==> config.mk <==
export PLATFORM = sky130hd
export DESIGN_NAME = bilinear_engine_flat
export DESIGN_NICKNAME = d
export VERILOG_FILES = /design/src/rtl/bilin_pkg.sv /design/src/rtl/bilinear_engine_if.sv /design/src/rtl/bilin_lerp.sv /design/src/rtl/bilinear_engine.sv /design/src/flat_wrapper.sv
export SDC_FILE = /design/constraint.sdc
export NUM_CORES = 2
export LEC_CHECK = 0
export ABC_AREA = 1
export CAP_MARGIN = 20
export CORE_MARGIN = 2
export CORE_UTILIZATION = 35
export CTS_CLUSTER_SIZE = 28
export DETAILED_ROUTE_END_ITERATION = 8
export HOLD_SLACK_MARGIN = 0.08
export SYNTH_ARGS = -nofsm -noshare
export SYNTH_HDL_FRONTEND = slang
export SYNTH_SLANG_ARGS = --single-unit
export TNS_END_PERCENT = 10
==> constraint.sdc <==
create_clock -name clk -period 17.6 [get_ports clk]
set_clock_uncertainty 0.05 [all_clocks]
set_input_delay 3.52 -clock clk [delete_from_list [all_inputs] [get_ports clk]]
set_output_delay 3.52 -clock clk [all_outputs]
set_load 0.05 [all_outputs]
==> src/rtl/bilin_pkg.sv <==
// Shared types and constants for the bilinear downscaling engine.
//   state_t     : engine FSM states
//   bilin_cfg_t : run geometry latched on an accepted start
//   axis_t      : clamped neighbour coordinates plus fraction for one axis
package bilin_pkg;

    localparam int unsigned FRAC_BITS = 8;
    localparam int unsigned PIX_W     = 8;
    localparam int unsigned COORD_W   = 16;
    localparam int unsigned ONE_Q     = 256;

    typedef logic [COORD_W-1:0] q8_8_t;

    typedef enum logic [3:0] {
        ST_IDLE,
        ST_A0,
        ST_A1,
        ST_A2,
        ST_A3,
        ST_CAP,
        ST_MUL,
        ST_WR,
        ST_HOLD,
        ST_DONE
    } state_t;

    typedef struct packed {
        logic [PIX_W-1:0] src_w;
        logic [PIX_W-1:0] src_h;
        logic [PIX_W-1:0] dst_w;
        logic [PIX_W-1:0] dst_h;
        q8_8_t            step_x;
        q8_8_t            step_y;
    } bilin_cfg_t;

    typedef struct packed {
        logic [PIX_W-1:0] c0;
        logic [PIX_W-1:0] c1;
        logic [PIX_W-1:0] frac;
    } axis_t;

    // Splits a Q8.8 coordinate and clamps both neighbours to size-1.
    // When the far neighbour would be clamped both taps land on the
    // same pixel, so the fraction is dropped to keep the result exact.
    function automatic axis_t clamp_axis(input q8_8_t s, input logic [PIX_W-1:0] size);
        axis_t            r;
        logic [PIX_W-1:0] lim;
        logic [PIX_W-1:0] i0;
        lim    = size - 8'd1;
        i0     = s[FRAC_BITS +: PIX_W];
        r.frac = s[FRAC_BITS-1:0];
        if (i0 >= lim) begin
            r.c0   = lim;
            r.c1   = lim;
            r.frac = '0;
        end else begin
            r.c0 = i0;
            r.c1 = i0 + 8'd1;
        end
        return r;
    endfunction

endpackage

==> src/rtl/bilinear_engine_if.sv <==
// Control/config and SRAM bus of the bilinear engine.
//   master : control_unit / SRAM side (drives config, start, read data)
//   slave  : engine side (drives SRAM address/write and status)
interface bilinear_engine_if #(
    parameter int unsigned ADDR_BITS = 8
);

    logic                 start;
    logic                 step_mode;
    logic                 step_pulse;
    logic [7:0]           src_w;
    logic [7:0]           src_h;
    logic [7:0]           dst_w;
    logic [7:0]           dst_h;
    logic [15:0]          step_x;
    logic [15:0]          step_y;
    logic [ADDR_BITS-1:0] src_base;
    logic [ADDR_BITS-1:0] dst_base;
    logic                 mem_we;
    logic [ADDR_BITS-1:0] mem_addr;
    logic [7:0]           mem_wdata;
    logic [7:0]           mem_rdata;
    logic                 busy;
    logic                 done;
    logic [15:0]          pix_count;

    modport master (
        output start, step_mode, step_pulse, src_w, src_h, dst_w, dst_h,
               step_x, step_y, src_base, dst_base, mem_rdata,
        input  mem_we, mem_addr, mem_wdata, busy, done, pix_count
    );

    modport slave (
        input  start, step_mode, step_pulse, src_w, src_h, dst_w, dst_h,
               step_x, step_y, src_base, dst_base, mem_rdata,
        output mem_we, mem_addr, mem_wdata, busy, done, pix_count
    );

endinterface

==> src/rtl/bilin_lerp.sv <==
// Combinational bilinear weighted sum with round-to-nearest.
//   i_p00..i_p11 : four neighbour pixels (x then y order)
//   i_fx, i_fy   : Q0.8 fractions
//   o_out_c      : interpolated pixel
module bilin_lerp
    import bilin_pkg::*;
(
    input  logic [7:0] i_p00,
    input  logic [7:0] i_p10,
    input  logic [7:0] i_p01,
    input  logic [7:0] i_p11,
    input  logic [7:0] i_fx,
    input  logic [7:0] i_fy,
    output logic [7:0] o_out_c
);

    localparam int unsigned ROUND = 1 << (2 * FRAC_BITS - 1);

    logic [15:0] w_fx_inv;
    logic [15:0] w_top;
    logic [15:0] w_bot;
    logic [23:0] w_fy_inv;
    logic [23:0] w_sum;

    // Horizontal pass: both rows stay below 255*256, so 16 bits suffice.
    assign w_fx_inv = 16'(ONE_Q) - 16'(i_fx);
    assign w_top    = 16'(i_p00) * w_fx_inv + 16'(i_p10) * 16'(i_fx);
    assign w_bot    = 16'(i_p01) * w_fx_inv + 16'(i_p11) * 16'(i_fx);

    // Vertical pass plus half-LSB rounding; the peak still fits 24 bits.
    assign w_fy_inv = 24'(ONE_Q) - 24'(i_fy);
    assign w_sum    = 24'(w_top) * w_fy_inv + 24'(w_bot) * 24'(i_fy) + 24'(ROUND);
    assign o_out_c  = 8'(w_sum >> (2 * FRAC_BITS));

endmodule

==> src/rtl/bilinear_engine.sv <==
// Bilinear downscaler: walks the destination grid, fetches four source
// neighbours per pixel from an SRAM with one-cycle read latency, and
// writes one interpolated byte per output pixel.
//   clk    : system clock
//   aclr_n : asynchronous active-low reset
//   bus    : config/start/step inputs, SRAM port, busy/done/pix_count
module bilinear_engine
    import bilin_pkg::*;
#(
    parameter int unsigned ADDR_BITS = 8
) (
    input  logic             clk,
    input  logic             aclr_n,
    bilinear_engine_if.slave bus
);

    state_t               r_state;
    state_t               w_next;
    bilin_cfg_t           r_cfg;
    logic [ADDR_BITS-1:0] r_src_base;
    logic [ADDR_BITS-1:0] r_dst_base;
    q8_8_t                r_sx;
    q8_8_t                r_sy;
    logic [7:0]           r_ox;
    logic [7:0]           r_oy;
    logic [7:0]           r_p00;
    logic [7:0]           r_p10;
    logic [7:0]           r_p01;
    logic [7:0]           r_p11;
    logic                 r_last;
    logic                 r_mem_we;
    logic [ADDR_BITS-1:0] r_mem_addr;
    logic [7:0]           r_mem_wdata;
    logic                 r_busy;
    logic                 r_done;
    logic [15:0]          r_pix_count;

    axis_t                w_ax;
    axis_t                w_ay;
    logic [7:0]           w_lerp;
    logic                 w_accept;
    logic                 w_we_d;
    logic [ADDR_BITS-1:0] w_addr_d;
    logic                 w_x_wrap;
    logic                 w_y_last;

    function automatic logic [ADDR_BITS-1:0] rd_addr(
        input logic [ADDR_BITS-1:0] base,
        input logic [7:0]           w,
        input logic [7:0]           x,
        input logic [7:0]           y
    );
        logic [15:0] off;
        off = 16'(y) * 16'(w) + 16'(x);
        return base + ADDR_BITS'(off);
    endfunction

    assign w_ax     = clamp_axis(r_sx, r_cfg.src_w);
    assign w_ay     = clamp_axis(r_sy, r_cfg.src_h);
    assign w_x_wrap = (r_ox == r_cfg.dst_w - 8'd1);
    assign w_y_last = (r_oy == r_cfg.dst_h - 8'd1);

    bilin_lerp u_lerp (
        .i_p00   (r_p00),
        .i_p10   (r_p10),
        .i_p01   (r_p01),
        .i_p11   (r_p11),
        .i_fx    (w_ax.frac),
        .i_fy    (w_ay.frac),
        .o_out_c (w_lerp)
    );

    // State register.
    always_ff @(posedge clk or negedge aclr_n) begin
        if (!aclr_n) begin
            r_state <= ST_IDLE;
        end else begin
            r_state <= w_next;
        end
    end

    // Next state plus next SRAM address/write strobe. Coordinates advance
    // at the end of MUL, so WR/HOLD already see the next pixel's taps.
    always_comb begin
        w_next   = r_state;
        w_addr_d = r_mem_addr;
        w_we_d   = 1'b0;
        w_accept = 1'b0;
        unique case (r_state)
            ST_IDLE: begin
                if (bus.start) begin
                    w_accept = 1'b1;
                    if (bus.dst_w == 8'd0 || bus.dst_h == 8'd0) begin
                        w_next = ST_DONE;
                    end else begin
                        // First pixel is always (0,0): its address is the base.
                        w_next   = ST_A0;
                        w_addr_d = bus.src_base;
                    end
                end
            end
            ST_A0: begin
                w_next   = ST_A1;
                w_addr_d = rd_addr(r_src_base, r_cfg.src_w, w_ax.c1, w_ay.c0);
            end
            ST_A1: begin
                w_next   = ST_A2;
                w_addr_d = rd_addr(r_src_base, r_cfg.src_w, w_ax.c0, w_ay.c1);
            end
            ST_A2: begin
                w_next   = ST_A3;
                w_addr_d = rd_addr(r_src_base, r_cfg.src_w, w_ax.c1, w_ay.c1);
            end
            ST_A3:  w_next = ST_CAP;
            ST_CAP: w_next = ST_MUL;
            ST_MUL: begin
                w_next   = ST_WR;
                w_we_d   = 1'b1;
                w_addr_d = r_dst_base + ADDR_BITS'(r_pix_count);
            end
            ST_WR: begin
                if (r_last) begin
                    w_next = ST_DONE;
                end else if (bus.step_mode) begin
                    w_next = ST_HOLD;
                end else begin
                    w_next   = ST_A0;
                    w_addr_d = rd_addr(r_src_base, r_cfg.src_w, w_ax.c0, w_ay.c0);
                end
            end
            ST_HOLD: begin
                if (bus.step_pulse) begin
                    w_next   = ST_A0;
                    w_addr_d = rd_addr(r_src_base, r_cfg.src_w, w_ax.c0, w_ay.c0);
                end
            end
            ST_DONE: w_next = ST_IDLE;
            default: w_next = ST_IDLE;
        endcase
    end

    // Registered status and SRAM strobes.
    always_ff @(posedge clk or negedge aclr_n) begin
        if (!aclr_n) begin
            r_mem_we   <= 1'b0;
            r_mem_addr <= '0;
            r_busy     <= 1'b0;
            r_done     <= 1'b0;
        end else begin
            r_mem_we   <= w_we_d;
            r_mem_addr <= w_addr_d;
            r_busy     <= (w_next != ST_IDLE);
            if (w_next == ST_DONE) begin
                r_done <= 1'b1;
            end else if (w_accept) begin
                r_done <= 1'b0;
            end
        end
    end

    // Run configuration, grid walk, result byte and pixel counter.
    always_ff @(posedge clk or negedge aclr_n) begin
        if (!aclr_n) begin
            r_cfg       <= '0;
            r_src_base  <= '0;
            r_dst_base  <= '0;
            r_sx        <= '0;
            r_sy        <= '0;
            r_ox        <= '0;
            r_oy        <= '0;
            r_last      <= 1'b0;
            r_mem_wdata <= '0;
            r_pix_count <= '0;
        end else if (w_accept) begin
            r_cfg       <= '{src_w: bus.src_w, src_h: bus.src_h,
                             dst_w: bus.dst_w, dst_h: bus.dst_h,
                             step_x: bus.step_x, step_y: bus.step_y};
            r_src_base  <= bus.src_base;
            r_dst_base  <= bus.dst_base;
            r_sx        <= '0;
            r_sy        <= '0;
            r_ox        <= '0;
            r_oy        <= '0;
            r_last      <= 1'b0;
            r_pix_count <= '0;
        end else if (r_state == ST_MUL) begin
            r_mem_wdata <= w_lerp;
            r_last      <= w_x_wrap && w_y_last;
            if (w_x_wrap) begin
                r_ox <= '0;
                r_sx <= '0;
                r_oy <= r_oy + 8'd1;
                r_sy <= r_sy + r_cfg.step_y;
            end else begin
                r_ox <= r_ox + 8'd1;
                r_sx <= r_sx + r_cfg.step_x;
            end
        end else if (r_state == ST_WR) begin
            r_pix_count <= r_pix_count + 16'd1;
        end
    end

    // Read data arrives one cycle after its address: capture P00..P11.
    always_ff @(posedge clk or negedge aclr_n) begin
        if (!aclr_n) begin
            r_p00 <= '0;
            r_p10 <= '0;
            r_p01 <= '0;
            r_p11 <= '0;
        end else begin
            if (r_state == ST_A1)  r_p00 <= bus.mem_rdata;
            if (r_state == ST_A2)  r_p10 <= bus.mem_rdata;
            if (r_state == ST_A3)  r_p01 <= bus.mem_rdata;
            if (r_state == ST_CAP) r_p11 <= bus.mem_rdata;
        end
    end

    assign bus.mem_we    = r_mem_we;
    assign bus.mem_addr  = r_mem_addr;
    assign bus.mem_wdata = r_mem_wdata;
    assign bus.busy      = r_busy;
    assign bus.done      = r_done;
    assign bus.pix_count = r_pix_count;

endmodule

==> src/flat_wrapper.sv <==
// flat-port wrapper written by rule: the top's interface ports become plain ports
module bilinear_engine_flat import bilin_pkg::*;
#(
    parameter int unsigned ADDR_BITS = 8
)
  (clk, aclr_n, bus_start, bus_step_mode, bus_step_pulse, bus_src_w, bus_src_h, bus_dst_w, bus_dst_h, bus_step_x, bus_step_y, bus_src_base, bus_dst_base, bus_mem_rdata, bus_mem_we, bus_mem_addr, bus_mem_wdata, bus_busy, bus_done, bus_pix_count);
  bilinear_engine_if #(.ADDR_BITS(ADDR_BITS)) bus_i ();
  input  logic clk;
  input  logic aclr_n;
  input wire logic [$bits(bus_i.start)-1:0] bus_start;
  input wire logic [$bits(bus_i.step_mode)-1:0] bus_step_mode;
  input wire logic [$bits(bus_i.step_pulse)-1:0] bus_step_pulse;
  input wire logic [$bits(bus_i.src_w)-1:0] bus_src_w;
  input wire logic [$bits(bus_i.src_h)-1:0] bus_src_h;
  input wire logic [$bits(bus_i.dst_w)-1:0] bus_dst_w;
  input wire logic [$bits(bus_i.dst_h)-1:0] bus_dst_h;
  input wire logic [$bits(bus_i.step_x)-1:0] bus_step_x;
  input wire logic [$bits(bus_i.step_y)-1:0] bus_step_y;
  input wire logic [$bits(bus_i.src_base)-1:0] bus_src_base;
  input wire logic [$bits(bus_i.dst_base)-1:0] bus_dst_base;
  input wire logic [$bits(bus_i.mem_rdata)-1:0] bus_mem_rdata;
  output wire logic [$bits(bus_i.mem_we)-1:0] bus_mem_we;
  output wire logic [$bits(bus_i.mem_addr)-1:0] bus_mem_addr;
  output wire logic [$bits(bus_i.mem_wdata)-1:0] bus_mem_wdata;
  output wire logic [$bits(bus_i.busy)-1:0] bus_busy;
  output wire logic [$bits(bus_i.done)-1:0] bus_done;
  output wire logic [$bits(bus_i.pix_count)-1:0] bus_pix_count;
  assign bus_i.start = bus_start;
  assign bus_i.step_mode = bus_step_mode;
  assign bus_i.step_pulse = bus_step_pulse;
  assign bus_i.src_w = bus_src_w;
  assign bus_i.src_h = bus_src_h;
  assign bus_i.dst_w = bus_dst_w;
  assign bus_i.dst_h = bus_dst_h;
  assign bus_i.step_x = bus_step_x;
  assign bus_i.step_y = bus_step_y;
  assign bus_i.src_base = bus_src_base;
  assign bus_i.dst_base = bus_dst_base;
  assign bus_i.mem_rdata = bus_mem_rdata;
  assign bus_mem_we = bus_i.mem_we;
  assign bus_mem_addr = bus_i.mem_addr;
  assign bus_mem_wdata = bus_i.mem_wdata;
  assign bus_busy = bus_i.busy;
  assign bus_done = bus_i.done;
  assign bus_pix_count = bus_i.pix_count;
  bilinear_engine #(.ADDR_BITS(ADDR_BITS)) u_core (.clk(clk), .aclr_n(aclr_n), .bus(bus_i));
endmodule
Yosys cells after proc, flatten, opt, wreduce, memory -nomap -nowiden
Index checks and enable logic that the tools add are counted.
{"block": "classes", "n_reduce_logical": 15, "n_eq_ne": 17, "multipliers": 8, "n_bitwise": 1, "n_mux": 38, "order_cmp": 2, "add_sub_neg": 26}
{"cell": "two-way mux 16 bit", "n": 11}
{"cell": "two-way mux 8 bit", "n": 13}
{"cell": "adder 8 bit", "n": 9}
{"cell": "adder 16 bit", "n": 4}
{"cell": "case mux 8 bit (7 select lines)", "n": 1}
{"cell": "case mux 4 bit (9 select lines)", "n": 1}
{"cell": "adder 8 x 1 -> 8 bit, second input constant", "n": 4}
{"cell": "multiplier 8 x 16 -> 16 bit", "n": 2}
{"cell": "multiplier 8 x 8 -> 16 bit", "n": 2}
{"cell": "subtractor 8 x 1 -> 8 bit, second input constant", "n": 4}
{"cell": "adder 24 x 16 -> 24 bit, second input constant", "n": 1}
{"cell": "adder 24 bit", "n": 1}
{"cell": "multiplier 16 x 8 -> 24 bit", "n": 1}
{"cell": "multiplier 17 x 10 -> 24 bit", "n": 1}
{"cell": "two-way mux 4 bit", "n": 5}
{"cell": "subtractor 9 x 8 -> 10 bit, first input constant", "n": 2}
{"cell": "adder 16 x 1 -> 16 bit, second input constant", "n": 1}
{"cell": "equality test 4 x 3 -> 1 bit, second input constant", "n": 4}
{"cell": "equality test 8 bit", "n": 2}
{"cell": ">= comparator 8 bit", "n": 2}
{"cell": "logical NOT 8 bit", "n": 2}
{"cell": "multiplier 8 x 8 -> 8 bit", "n": 2}
{"cell": "inequality test 2 bit, second input constant", "n": 5}
{"cell": "equality test 4 x 2 -> 1 bit, second input constant", "n": 2}
{"cell": "13 further kinds", "n": 25}
{"block": "word_totals", "reg_bits": 200, "inputBits": 93, "wordCells": 131, "output_inout_bits": 35}

Logic depth before layout (Yosys ltp)
{"block": "logic_depth", "word_depth": 9, "depth_mapped": 70, "ltp_nobuf": 68}

Cells and area by module
A second synthesis with hierarchy kept.
{"block": "hier_totals", "hier_cells": 4424, "hier_area_um2": 33948.8}
{"mod": "bilin_lerp", "cells_per_inst": 2489, "n_inst": 1, "seq_area_each_um2": 0.0, "area_each_um2": 19112.1}
{"mod": "bilinear_engine", "cells_per_inst": 1935, "n_inst": 1, "seq_area_each_um2": 5004.8, "area_each_um2": 14836.7}

Least setup slack after synthesis
Ideal clock, no wire load.
{"block": "synth_path", "path_kind": "reg2reg", "from": "reg u_core.r_cfg[56] (netlist bit)", "to": "reg u_core.r_mem_wdata[7], in the netlist u_core.bus.mem_wdata[7]", "arrival_ps": 13324, "path_stages_with_launch": 64, "slack_ps": 4108, "synth_period_minus_slack_ps": 13492, "t_required_ps": 17432, "path_buffers": 3, "setup_ps": 118, "path_cell_list": "dfrtp_1 clkbuf_1 clkinv_1 ha_1 nand3_1 nor3_1 xor2_1 ha_1 nand2_1 o21a_1 nand2_4 nor2_1 clkinv_1 clkbuf_1 ha_1 nand2_4 nor2_4 nand2_1 [... 28 more ...] inv_1 fa_1 fa_1 fa_1 inv_1 ha_1 nand2_1 nor2_1 nand4_1 nor2_1 nand3_1 o211ai_1 nand4_1 nand2_1 xor2_1 o21ai_1 nand3_1 nand2_1"}
{"block": "synth_between", "elab_chain_cells": 9, "elab_cells_between_ends": 14, "classes_between": "6 x add/sub; 6 x mul; 1 x order compare; 1 x mux"}
{"item": "start: declaration", "line": "bilinear_engine.sv:19", "text": "bilin_cfg_t r_cfg;"}
{"item": "start signal: assignment", "line": "bilinear_engine.sv:175", "text": "r_cfg <= '{src_w: bus.src_w, src_h: bus.src_h,"}
{"item": "subtractor 8 x 1 -> 8 bit (*)", "line": "bilin_pkg.sv:49", "text": "lim = size - 8'd1;"}
{"item": ">= comparator 8 bit (*)", "line": "bilin_pkg.sv:52", "text": "if (i0 >= lim) begin"}
{"item": "two-way mux 8 bit (*)", "line": "bilin_pkg.sv:52"}
{"item": "subtractor 9 x 8 -> 10 bit", "line": "bilin_lerp.sv:26", "text": "assign w_fx_inv = 16'(ONE_Q) - 16'(i_fx);"}
{"item": "multiplier 8 x 16 -> 16 bit (on tied branches)", "line": "bilin_lerp.sv:27, bilin_lerp.sv:28"}
{"item": "adder 16 bit (on tied branches)", "line": "bilin_lerp.sv:27, bilin_lerp.sv:28"}
{"item": "multiplier 17 x 10 -> 24 bit / multiplier 16 x 8 -> 24 bit (equally long branches)", "line": "bilin_lerp.sv:32", "text": "assign w_sum = 24'(w_top) * w_fy_inv + 24'(w_bot) * 24'(i_fy) + 24'(ROUND);"}
{"item": "adder 24 bit (*)", "line": "bilin_lerp.sv:32"}
{"item": "adder 24 x 16 -> 24 bit (*)", "line": "bilin_lerp.sv:32"}
{"item": "end signal: assignment", "line": "bilinear_engine.sv:187", "text": "r_mem_wdata <= w_lerp;"}
{"item": "end: declaration", "line": "bilinear_engine.sv:33", "text": "logic [7:0] r_mem_wdata;"}
Mark *: on every way between the ends. The rest lies on a longest branch, timed or not.
A chain may end at the register's enable or synchronous reset.

Final worst setup path
Same ends and word-level chain as after synthesis.

==> results.md <==
- Final HPWL DP: 76.3 mm
- Remaining Overflow, GRT: 0
- Maximum frequency from static timing analysis: roughly 64 MHz
- Average routed wire per standard cell: around 17 µm
- Aggregate negative setup slack: 0 ns
- Largest net degree at the start of global routing: 69
- Aggregate global-route resource usage: 0.197
- Worst path slowest cell: sky130_fd_sc_hd__dfrtp_1
- Cell Rows: 111
- Category of cells accounting for the largest share of critical-path delay: adder cells
- Relative area change from synthesis to final layout: 9.67%
- Die area: 95100 µm²
- Outcome: complete, no violations
- Critical path required time: 17.95 ns
- Final Hold Fails: 0
- Fraction of final layout cells with drive strength greater than 1: 0.0279
- Clock tree from TritonCTS: yes
- Fraction of registers with async set/reset: 1.00
- Bufs and invs on worst path: 13
- HP Class: reg -> reg
- Final RePlAce weighted congestion: 0.929
- Grt met1 use: 0.258
- Arrival time at the worst endpoint: 15.86 ns
- Hold_buf cts: 0
- Yosys cell types: 65
- First DRT Iteration DRCs: 1495
- Most frequent cell on the critical path: sky130_fd_sc_hd__fa_1
- Number of maximum-capacitance violations: 0
- Total clock buffers created by CTS: 17
- Internal reg-to-reg setup slack: ~2.1 ns
- Clock latency on the worst-skew pair: ~0.5 ns
- Fraction of synthesized cell area taken by the top area cell type: 0.297
- Setup violation total in the final timing report: 0
- Drt drc: 0
- Top cells by area, synth: sky130_fd_sc_hd__fa_1 30%, sky130_fd_sc_hd__dfrtp_1 15%, sky130_fd_sc_hd__ha_1 13%
- Cell count after synthesis: slightly above 4000
- Syn avg cell area: slightly below 8 µm²
- Clock Sinks: 200
- Placed Instances: ~5300
- Vertical die dimension: 308 µm
- Cell accounting for the most synthesized area: sky130_fd_sc_hd__fa_1
- H-tree Lvls: 4
- Master cell of the clock root buffer: sky130_fd_sc_hd__clkbuf_16
- Antenna Violating Nets Remaining: 0
- Mean number of vias per cell: about 4.8
- Post-CTS setup buffer count: 0
- Count of TritonRoute iterations in the first routing pass: 5
- Number of synthesized flops with an enable pin: 0
- Worst setup path category: reg -> reg
- Fill cell instance count of the final layout: 9528
- Overall routed net length: 90.1 mm
- Final critical delay including setup and external delays: ~16 ns
- Deepest clock path buffer count: 2
- Input/output buffers: 127
- Clock transition at the register clock pins on the worst setup and hold paths after CTS: around 0.08 ns
- Measured slew at the worst slew-check pin: 0.991 ns
- Final Max Slew Viols: 0
- Commonest non-fill, non-tap cell in the layout: sky130_fd_sc_hd__inv_1
- Initial Utilization: 0.354
- Vias post-DR: 26100
- First-pass GRT wire length: 146 mm
- Sequential-to-total area share from yosys stat: 0.154
- Antenna violations before repair: 0
- Prevailing post-synth register cell: sky130_fd_sc_hd__dfrtp_1
- Delay of the slowest cell on the worst path: 0.78 ns
- Nets in the synthesized netlist: 5009
- Number of warnings issued by yosys: 0
- CP max FO: 27
- Finished Layout Cells: approximately 5400
- Setup repair after global routing missed its margin: false
- Commonest non-fill, non-tap cells in the layout: 945 x sky130_fd_sc_hd__inv_1, 786 x sky130_fd_sc_hd__nand2_1, 497 x sky130_fd_sc_hd__nor2_1, 481 x sky130_fd_sc_hd__fa_1, 343 x sky130_fd_sc_hd__ha_1
- Met2 Use GR: 0.340
- Count of cells resized by post-cts repair: 0
- Relative slew slack: 0.335
- Final critical-path share of the clock period: 0.881
- Area of the core: 91700 µm²
- Met3 capacity usage during global routing: 0.0249
- Crit path capture type: register
- Netlist area before placement: 32400 µm²
- Die Span X: a little over 300 µm
- Gr busiest metal: met2
- Synthesis-stage register bit count: 200
- Number of ports placed on the die boundary: 128
- # nets final: 5097
- Via count of the first global-routing pass: 26700
- Type of element launching the critical path: register
## worst reg2reg max path: cells and delay by family, from the launching register on
| kind | cells | cell delay, ns |
|---|---|---|
| AO/OA/AOI/OAI | 9 | 1.39 |
| XOR/XNOR | 3 | 1.01 |
| adder cells (fa/ha/maj) | 17 | 7.23 |
| buffers and inverters | 13 | 1.71 |
| flip-flops | 1 | 0.78 |
| AND/OR/NAND/NOR | 23 | 3.21 |
## routing by layer
layer | share of wire | vias up | routed length [µm]
met5 | 0 | - | 0
met4 | 0.025 | 0 | 2210
met3 | 0.048 | 116 | 4310
met2 | 0.50 | 682 | 44600
met1 | 0.43 | 12800 | 38900
li1 | - | 12500 | -
## logic make-up after synthesis
logic type                 count (synthesis)  synth area share
AOI/OAI and AO/OA                        393            0.0677
xor gates and xnor gates                 133            0.0376
adders and majority gates                824             0.429
buffers and inverters                   1043             0.122
DFF                                      200             0.154
and+or+nand+nor                         1499             0.188
## per-stage QoR
stage | hold WS [ns] | worst slack (ns) | instance area, µm² | utilization
after CTS | 0.436 | 2.17 | 35500 | 0.388
after floorplan | 0.403 | 4.11 | 32400 | -
after global placement | 0.415 | 2.77 | 35000 | 0.382
after detailed placement | 0.416 | 2.20 | 35000 | 0.382
after global routing | 0.463 | 0.941 | 35500 | 0.388
final | 0.434 | 2.09 | 35500 | 0.388
## worst paths after layout
path,end,from,cells after the start
hold reg to reg,u_core.bus.mem_addr[7]$_DFFE_PN0P_,u_core.bus.mem_addr[7]$_DFFE_PN0P_,2
setup / recovery,u_core.bus.mem_wdata[7]$_DFFE_PN0P_,u_core.r_cfg[56]$_DFFE_PN0P_,65
setup reg to reg,u_core.bus.mem_wdata[7]$_DFFE_PN0P_,u_core.r_cfg[56]$_DFFE_PN0P_,65
min in group asynchronous,u_core.r_dst_base[1]$_DFFE_PN0P_,aclr_n,1
max in group asynchronous,u_core.r_p11[0]$_DFFE_PN0P_,aclr_n,2
hold / removal,u_core.bus.mem_addr[7]$_DFFE_PN0P_,u_core.bus.mem_addr[7]$_DFFE_PN0P_,2
## flip-flops by register name, indices dropped and copies added, names as in the netlist
register,cells
u_core.bus.busy,1
u_core.bus.done,1
u_core.bus.mem_addr,8
u_core.bus.mem_wdata,8
u_core.bus.mem_we,1
u_core.bus.pix_count,16
u_core.r_cfg,64
u_core.r_dst_base,8
u_core.r_last,1
u_core.r_ox,8
u_core.r_oy,8
u_core.r_p00,8
u_core.r_p01,8
u_core.r_p10,8
u_core.r_p11,8
u_core.r_src_base,8
u_core.r_state,4
u_core.r_sx,16
u_core.r_sy,16
## synth_stat cells, types with 7 or more instances
library cell,count
sky130_fd_sc_hd__or2_2,9
sky130_fd_sc_hd__o21ai_0,169
sky130_fd_sc_hd__clkbuf_1,56
sky130_fd_sc_hd__ha_1,343
sky130_fd_sc_hd__nand4_1,31
sky130_fd_sc_hd__inv_1,946
sky130_fd_sc_hd__xor2_1,91
sky130_fd_sc_hd__inv_2,11
sky130_fd_sc_hd__fa_1,481
sky130_fd_sc_hd__a21oi_1,129
sky130_fd_sc_hd__xnor2_1,35
sky130_fd_sc_hd__a31oi_1,10
sky130_fd_sc_hd__clkinv_1,12
sky130_fd_sc_hd__nor2_2,10
sky130_fd_sc_hd__nand2_2,7
sky130_fd_sc_hd__nor2_1,497
sky130_fd_sc_hd__nand3_1,105
sky130_fd_sc_hd__o21bai_1,11
sky130_fd_sc_hd__nand2_1,787
sky130_fd_sc_hd__nor3_1,22
sky130_fd_sc_hd__dfrtp_1,200
sky130_fd_sc_hd__o22ai_1,20
## cell type report
cell class	count	area [µm²]	area share
tap	1186	1480	0.0417
clock inverter	14	140	0.00394
clock buffer	17	425	0.0120
sequential	200	5000	0.141
timing repair buffer	142	1390	0.0391
inverter	970	3650	0.103
multi-input combinational	2849	23500	0.660
antenna	1	2.50	0.0000704
Power is left out: the tool's default activity adds up to more than one toggle a clock period on the data nets, which glitch-free logic cannot reach.
